===== src/rtl/mul_pkg.sv =====
// Shared types and defaults for the EXE-stage MUL/DIV path.
// The divider wrapper reuses these constants.
package mul_pkg;

    localparam int MUL_WIDTH_DEF = 32;
    localparam int MUL_LAT_DEF   = 2;
    localparam int MUL_TAG_W_DEF = 5;

    typedef struct packed {
        logic                       is_signed;
        logic [MUL_WIDTH_DEF-1:0]   a;
        logic [MUL_WIDTH_DEF-1:0]   b;
        logic [MUL_TAG_W_DEF-1:0]   tag;
    } mul_req_t;

    typedef struct packed {
        logic [2*MUL_WIDTH_DEF-1:0] p;
        logic [MUL_TAG_W_DEF-1:0]   tag;
    } mul_rsp_t;

endpackage


===== src/rtl/mul_pipe_stage.sv =====
// One multiplier pipeline stage: valid/product/tag register with load, hold and clear.
// Reset is synchronous and active-low; clear drops only the valid bit.
module mul_pipe_stage
    import mul_pkg::*;
#(
    parameter int DATA_W = 2 * MUL_WIDTH_DEF,
    parameter int TAG_W  = MUL_TAG_W_DEF
) (
    input  logic              clk,
    input  logic              rst,
    input  logic              load,
    input  logic              clear,
    input  logic              src_valid,
    input  logic [DATA_W-1:0] src_p,
    input  logic [TAG_W-1:0]  src_tag,
    output logic              valid,
    output logic [DATA_W-1:0] p,
    output logic [TAG_W-1:0]  tag
);

    // NOTE: data and tag are reset too (not just valid) so the outputs read 0 after reset;
    // all state uses non-blocking assignments so stages shift without ordering races.
    always_ff @(posedge clk) begin
        if (!rst) begin
            valid <= 1'b0;
            p     <= '0;
            tag   <= '0;
        end else if (clear) begin
            valid <= 1'b0;
        end else if (load) begin
            valid <= src_valid;
            p     <= src_p;
            tag   <= src_tag;
        end
    end

endmodule


===== src/rtl/pipe_multiplier.sv =====
// Pipelined signed/unsigned WIDTHxWIDTH multiplier with valid/ready and bubble collapsing.
// Define MUL_FLUSH_EN to add the flush port that squashes all in-flight operations.
module pipe_multiplier
    import mul_pkg::*;
#(
    parameter int WIDTH = MUL_WIDTH_DEF,
    parameter int LAT   = MUL_LAT_DEF,
    parameter int TAG_W = MUL_TAG_W_DEF
) (
    input  logic               clk,
    input  logic               rst,
    input  logic               in_valid,
    output logic               in_ready,
    input  logic               in_signed,
    input  logic [WIDTH-1:0]   in_a,
    input  logic [WIDTH-1:0]   in_b,
    input  logic [TAG_W-1:0]   in_tag,
`ifdef MUL_FLUSH_EN
    input  logic               flush,
`endif
    output logic               out_valid,
    input  logic               out_ready,
    output logic [2*WIDTH-1:0] out_p,
    output logic [TAG_W-1:0]   out_tag
);

    logic               squash;
    logic [2*WIDTH-1:0] a_ext;
    logic [2*WIDTH-1:0] b_ext;
    logic [2*WIDTH-1:0] product;

    logic [LAT-1:0]     st_valid;
    logic [LAT-1:0]     adv;
    logic [LAT-1:0]     load;
    logic [LAT-1:0]     src_valid;
    logic [2*WIDTH-1:0] st_p    [LAT];
    logic [2*WIDTH-1:0] src_p   [LAT];
    logic [TAG_W-1:0]   st_tag  [LAT];
    logic [TAG_W-1:0]   src_tag [LAT];

`ifdef MUL_FLUSH_EN
    assign squash = flush;
`else
    assign squash = 1'b0;
`endif

    // Sign-extending to 2*WIDTH and keeping the low half matches the exact
    // (WIDTH+1)x(WIDTH+1) product in both modes.
    always_comb begin
        a_ext   = {{WIDTH{in_signed & in_a[WIDTH-1]}}, in_a};
        b_ext   = {{WIDTH{in_signed & in_b[WIDTH-1]}}, in_b};
        product = a_ext * b_ext;
    end

    always_comb begin
        adv[LAT-1] = out_ready | ~st_valid[LAT-1];
        for (int i = LAT - 2; i >= 0; i--) begin
            adv[i] = adv[i+1] | ~st_valid[i+1];
        end
    end

    // An empty stage always loads, which is what collapses bubbles.
    assign load     = adv | ~st_valid;
    assign in_ready = load[0];

    for (genvar i = 0; i < LAT; i++) begin : g_stage
        if (i == 0) begin : g_head
            assign src_valid[i] = in_valid & in_ready;
            assign src_p[i]     = product;
            assign src_tag[i]   = in_tag;
        end else begin : g_body
            assign src_valid[i] = st_valid[i-1];
            assign src_p[i]     = st_p[i-1];
            assign src_tag[i]   = st_tag[i-1];
        end

        mul_pipe_stage #(
            .DATA_W (2 * WIDTH),
            .TAG_W  (TAG_W)
        ) u_stage (
            .clk       (clk),
            .rst       (rst),
            .load      (load[i]),
            .clear     (squash),
            .src_valid (src_valid[i]),
            .src_p     (src_p[i]),
            .src_tag   (src_tag[i]),
            .valid     (st_valid[i]),
            .p         (st_p[i]),
            .tag       (st_tag[i])
        );
    end

    assign out_valid = st_valid[LAT-1];
    assign out_p     = st_p[LAT-1];
    assign out_tag   = st_tag[LAT-1];

endmodule


===== config.mk =====
export PLATFORM = sky130hd
export DESIGN_NAME = pipe_multiplier
export DESIGN_NICKNAME = d
export VERILOG_FILES = /design/src/rtl/mul_pkg.sv /design/src/rtl/mul_pipe_stage.sv /design/src/rtl/pipe_multiplier.sv
export SDC_FILE = /design/constraint.sdc
export NUM_CORES = 2
export LEC_CHECK = 0
export BUFFER_PORTS_ARGS = -buffer_cell sky130_fd_sc_hd__buf_2
export CORE_UTILIZATION = 63
export CTS_CLUSTER_DIAMETER = 150
export DETAILED_ROUTE_END_ITERATION = 8
export GPL_ROUTABILITY_DRIVEN = 0
export PLACE_DENSITY = 0.81
export SETUP_SLACK_MARGIN = 0.2
export SLEW_MARGIN = 30
export SYNTH_ARGS = -nofsm -noshare
export SYNTH_HDL_FRONTEND = slang
export SYNTH_SLANG_ARGS = --single-unit

===== constraint.sdc =====
create_clock -name clk -period 9.6 [get_ports clk]
set_clock_uncertainty 0.05 [all_clocks]
set_input_delay 0 -clock clk [delete_from_list [all_inputs] [get_ports clk]]
set_output_delay 0 -clock clk [all_outputs]
set_load 0.02 [all_outputs]

; ---- Word-level counts from Yosys, hierarchy flattened
; Index checks and enable logic that the tools add are counted.
[classes]
addsub = 0
mul = 1
div_mod_pow = 0
order_cmp = 0
n_eq_ne = 0
shifts = 0
mux = 0
bitwise = 8
reduce_logical = 0
[ops]
columns = cell, count
row1 = 33-bit by 33-bit multiplier with 64-bit output, 1
row2 = 1-bit bitwise AND, 3
row3 = 2-bit inverter, 1
row4 = 1-bit bitwise OR, 2
row5 = 2-bit bitwise OR, 1
row6 = 1-bit inverter, 1
[word_totals]
regBits = 140
latch_bits = 0
ramBits = 0
romBits = 0
input_bits = 74
output_inout_bits = 71
elab_cells = 15
n_memories = 0

; ---- Logic depth before layout (Yosys ltp)
[logic_depth]
ltp_word = 5
ltp_mapped = 31
ltp_nobuf = 28

; ---- By module
; A second synthesis with hierarchy kept.
[unflattened]
hier_cells = 4785
hier_area_um2 = 43588.1
[by_module_without_submodules]
columns = module, n_inst, cells_per_inst, area_each_um2
row1 = pipe_multiplier, 1, 4179, 38007.7
row2 = mul_pipe_stage, 2, 303, 2790.2

; ---- Worst setup path after synthesis
; Ideal clock, no wire load.
[synth_path]
kind = input to register
start = input in_signed
end = register g_stage[0].u_stage.p[62]
setup_ns = 0.122
t_arrival_ns = 7.542
required_time_ns = 9.428
slack_ns = 1.886
cell_stages = 28
path_buffers = 3
cell_sequence = clkbuf_1 > and2_1 > clkbuf_1 > nand2_1 > inv_1 > fa_1 > fa_1 > fa_1 > inv_1 > fa_1 > fa_1 > inv_1 > fa_1 > inv_1 > fa_1 > fa_1 > inv_1 > ha_1 > clkbuf_2 > nand4_1 > nor4_1 > and3_1 > a21oi_1 > o2111ai_2 > nand3_1 > a21oi_2 > mux2i_1 > a311o_1
[synth_between]
elab_chain_cells = 2
word_cells_on_any_way = 3
cone_classes = 1 x mul / 2 x bitwise
[synth_lines]
columns = item, line
row1 = "start, declared", pipe_multiplier.sv:14  ; input logic in_signed,
row2 = "1-bit bitwise AND, on equally long branches", "pipe_multiplier.sv:50, pipe_multiplier.sv:51"
row3 = 33-bit by 33-bit multiplier with 64-bit output (*), pipe_multiplier.sv:52  ; product = a_ext * b_ext;
row4 = "end signal, assigned", mul_pipe_stage.sv:32  ; p <= src_p;
row5 = "end, declared", mul_pipe_stage.sv:17  ; output logic [DATA_W-1:0] p,
; Every way passes the cells marked *; elsewhere a longest branch is shown, timed or not.
; A chain may end at the register's enable or synchronous reset.

; ---- Final worst setup path
; Ends and elaborated chain as after synthesis.

==> results.yml <==
outcome:
  status: "finished, final reports clean"
cts:
  tritoncts_clock_tree: "built"
  cts_max_level: 4
  tritoncts_num_sinks: 140
  clk-insertion-delay-late_ns: 0.42
  cts.root.buffer_cell: "sky130_fd_sc_hd__clkbuf_16"
  worst_setup_hold_path_clk_slew_ns: 0.06
  cts_made_buffers: 17
  post_cts_resized: 0
  ctsLongestPathBuffers: 2
timing:
  fin_tns_setup_ns: 0
  min_period_over_period: 0.845
  finalCriticalPeriod_ns: 8.11
  max_freq_mhz: 123
  grt_setup_unrepaired: "no"
  tightest_slew_ns: 0.980
  setup_violations: 0
  final_max_slew_viol_count: 0
  final_worst_path_setup_slack_ns: 1.49
  finalHoldViolations: 0
  slew_headroom: 0.347
yosys:
  post_synth_xor_area_fraction: 0.0149
  postSynthNetCount: 6169
  synth_top_area_share: 0.525
  synth-main-ff-cell: "sky130_fd_sc_hd__dfxtp_1"
  synth.yosys.warnings: 0
  synth_enable_flop_cells: 0
  ys_async_sr_fraction: 0
  synthDistinctLibCells: 65
  arithmetic_cell_share_of_the_synthesized_area_counting_full_adders_half_adders_and_majority_gates: 0.586
  synth_compound_area_frac: 0.0519
  synthSimpleGateAreaFrac: 0.161
  synth_sequential_area_ratio: 0.0653
  syn_inst: 4758
  synth.area.top_cells: "sky130_fd_sc_hd__fa_1 52%, sky130_fd_sc_hd__inv_1 9.6%, sky130_fd_sc_hd__nand2_1 8.3%"
  synth.area.mux_share: 0.000699
  synth-seq-cells: 140
  synth_top_family_by_area: "adder cells"
  synth.avg_cell_area_um2: 9.02
  yosysTopAreaCell: "sky130_fd_sc_hd__fa_1"
  syn_area_mm2: 0.0429
setup_path:
  worst_ep_required_time_ns: 9.85
  critPathArrivalTime_ns: 8.36
  critPathCaptureType: "flip-flop"
  critPathMaxFanout: 21
  worst_setup_path_start_kind: "input port"
  worstSetupPathType: "in -> reg"
routing:
  initialDrtViolationCount: 2384
  viasPerCell: 5.78
  routedWlPerCell_um: 20.4
  post-route-drc-count: 0
  via_count: 32300
  detail_route.first_pass.iterations: 5
  detail_route.wirelength_mm: 114
  ant_nets: 0
cells_and_area:
  mostFrequentLayoutCells: "1124 x sky130_fd_sc_hd__fa_1, 1100 x sky130_fd_sc_hd__inv_1, 949 x sky130_fd_sc_hd__nand2_1"
  n_fill_cell: 5286
  layout-drive-gt1-share: 0.0516
  combined_area_of_the_multi_input_logic_cells_mm2: 0.0350
  syn2layout_area_growth_pct: 3.93
  fin_area_mm2: 0.0446
  mostFrequentLayoutCell: "sky130_fd_sc_hd__fa_1"
  area.sequential_mm2: 0.00280
  fin_cells: 5581
  num-nets-final: 6105
placed_design:
  dp_worst_setup_slack_ns: 1.12
  total_cell_area_at_the_placement_stage_mm2: 0.0440
  place_hpwl_mm: 87.9
  port_buffers: 144
  post-place-cells: 5542
die:
  die_outline_width_um: 263
  initial_core_util: 0.638
  die_y_um: 263
  die_area_mm2: 0.0692
  floorplan.io_pins: 145
  design.core.area_mm2: 0.0673
  core.rowCount: 95
hold_path:
  worstHoldPathType: "in -> reg"
grt:
  first_global_vias: 35800
  grt_antenna_before_repair: 2
  grt_pass1_wl_mm: 187
  globalRoute.totalOverflow: 0
  grtUsageTotal: 0.350
  grt_start_max_net_pins: 99
run:
  maxCapViolations: 0
synthesized netlist by cell type (9+ instances only):
cell / n
sky130_fd_sc_hd__fa_1: 1125
sky130_fd_sc_hd__inv_1: 1100
sky130_fd_sc_hd__nand2_1: 949
sky130_fd_sc_hd__and2_1: 388
sky130_fd_sc_hd__clkbuf_1: 252
sky130_fd_sc_hd__ha_1: 212
sky130_fd_sc_hd__dfxtp_1: 140
sky130_fd_sc_hd__a21boi_0: 83
sky130_fd_sc_hd__o21ai_0: 66
sky130_fd_sc_hd__nor2_1: 60
sky130_fd_sc_hd__a21oi_1: 59
sky130_fd_sc_hd__xnor2_1: 50
sky130_fd_sc_hd__a21o_1: 31
sky130_fd_sc_hd__nand3_1: 27
sky130_fd_sc_hd__xor2_1: 23
sky130_fd_sc_hd__and3_1: 22
sky130_fd_sc_hd__nand4_1: 16
sky130_fd_sc_hd__o21ai_1: 11
sky130_fd_sc_hd__or2_2: 11
sky130_fd_sc_hd__o21a_1: 10
sky130_fd_sc_hd__nor2b_1: 9
sky130_fd_sc_hd__nor3_1: 9
stage by stage:
stage | util | hold WS (ns)
after floorplan | - | 0.0741
after detailed placement | 0.654 | 0.167
final | 0.663 | 0.0582
after global placement | 0.654 | 0.165
after CTS | 0.663 | 0.0518
after global routing | 0.663 | 0.0925
per-layer routing:
metal  global-route usage  part of all wire  routed length [µm]  up-vias
met3               0.0625             0.092               10500      544
met5                    0           0.00011                  13        -
met4                0.238             0.085                9670        2
met2                0.594              0.49               55500     1785
met1                0.407              0.34               38300    16400
li1                     -                 -                   -    13600
cells by family (layout without fill, tap and decap cells):
kind of cell,after synthesis,count (layout)
and+or+nand+nor,1509,1509
buffers and inverters,1367,1316
adders and majority gates,1337,1337
AOI/OAI and AO/OA,329,329
DFF,140,140
xor gates and xnor gates,73,73
muxes,3,3
other,0,1
path summary, 6_finish.rpt:
kind	startpoint	to	slack, ns	depth (start not counted)
max reg2reg	g_stage[1].u_stage.valid	g_stage[0].u_stage.p[61]	6.82	7
min reg2reg	g_stage[0].u_stage.p[63]	g_stage[0].u_stage.p[63]	0.40	2
min	rst	g_stage[0].u_stage.tag[4]	0.06	2
max	in_signed	g_stage[0].u_stage.p[62]	1.49	27
state kept, by name (all words and copies together), names as in the netlist:
| signal | flops |
|---|---|
| g_stage.u_stage.tag | 10 |
| g_stage.u_stage.p | 128 |
| g_stage.u_stage.valid | 2 |
area by class of cell:
type                    instances  area share
multi-input cells            3251       0.784
inverters                    1101      0.0926
flip-flops and latches        140      0.0628
well taps                     873      0.0245
repair buffers                183      0.0231
clock buffers                  21      0.0103
clock inverters                11     0.00247
diodes                          1   0.0000561
repair_timing:
item                      CTS  global route
hold endpoints to repair    6             0
hold buffers                6             0
buffers inserted            0             0
worst max-delay path, cell delays in order:
cell and delay, ns:
sky130_fd_sc_hd__buf_2 0.34, sky130_fd_sc_hd__and2_1 0.54, sky130_fd_sc_hd__nand2_1 0.17, sky130_fd_sc_hd__inv_1 0.17, sky130_fd_sc_hd__fa_1 0.48, sky130_fd_sc_hd__fa_1 0.62, sky130_fd_sc_hd__fa_2 0.50, sky130_fd_sc_hd__inv_1 0.43
sky130_fd_sc_hd__fa_1 0.50, sky130_fd_sc_hd__buf_4 0.23, sky130_fd_sc_hd__fa_1 0.50, sky130_fd_sc_hd__inv_1 0.06, sky130_fd_sc_hd__fa_1 0.54, sky130_fd_sc_hd__inv_1 0.06, sky130_fd_sc_hd__fa_1 0.44, sky130_fd_sc_hd__fa_1 0.50
sky130_fd_sc_hd__inv_1 0.05, sky130_fd_sc_hd__ha_1 0.42, sky130_fd_sc_hd__nand4_1 0.17, sky130_fd_sc_hd__nor4_1 0.47, sky130_fd_sc_hd__and3_1 0.22, sky130_fd_sc_hd__a21oi_1 0.06, sky130_fd_sc_hd__o2111ai_2 0.13, sky130_fd_sc_hd__nand3_1 0.18
sky130_fd_sc_hd__a21oi_2 0.19, sky130_fd_sc_hd__mux2i_1 0.09, sky130_fd_sc_hd__a311o_1 0.31
Power is left out: the tool's default activity adds up to more than one toggle a clock period on the data nets, which glitch-free logic cannot reach.
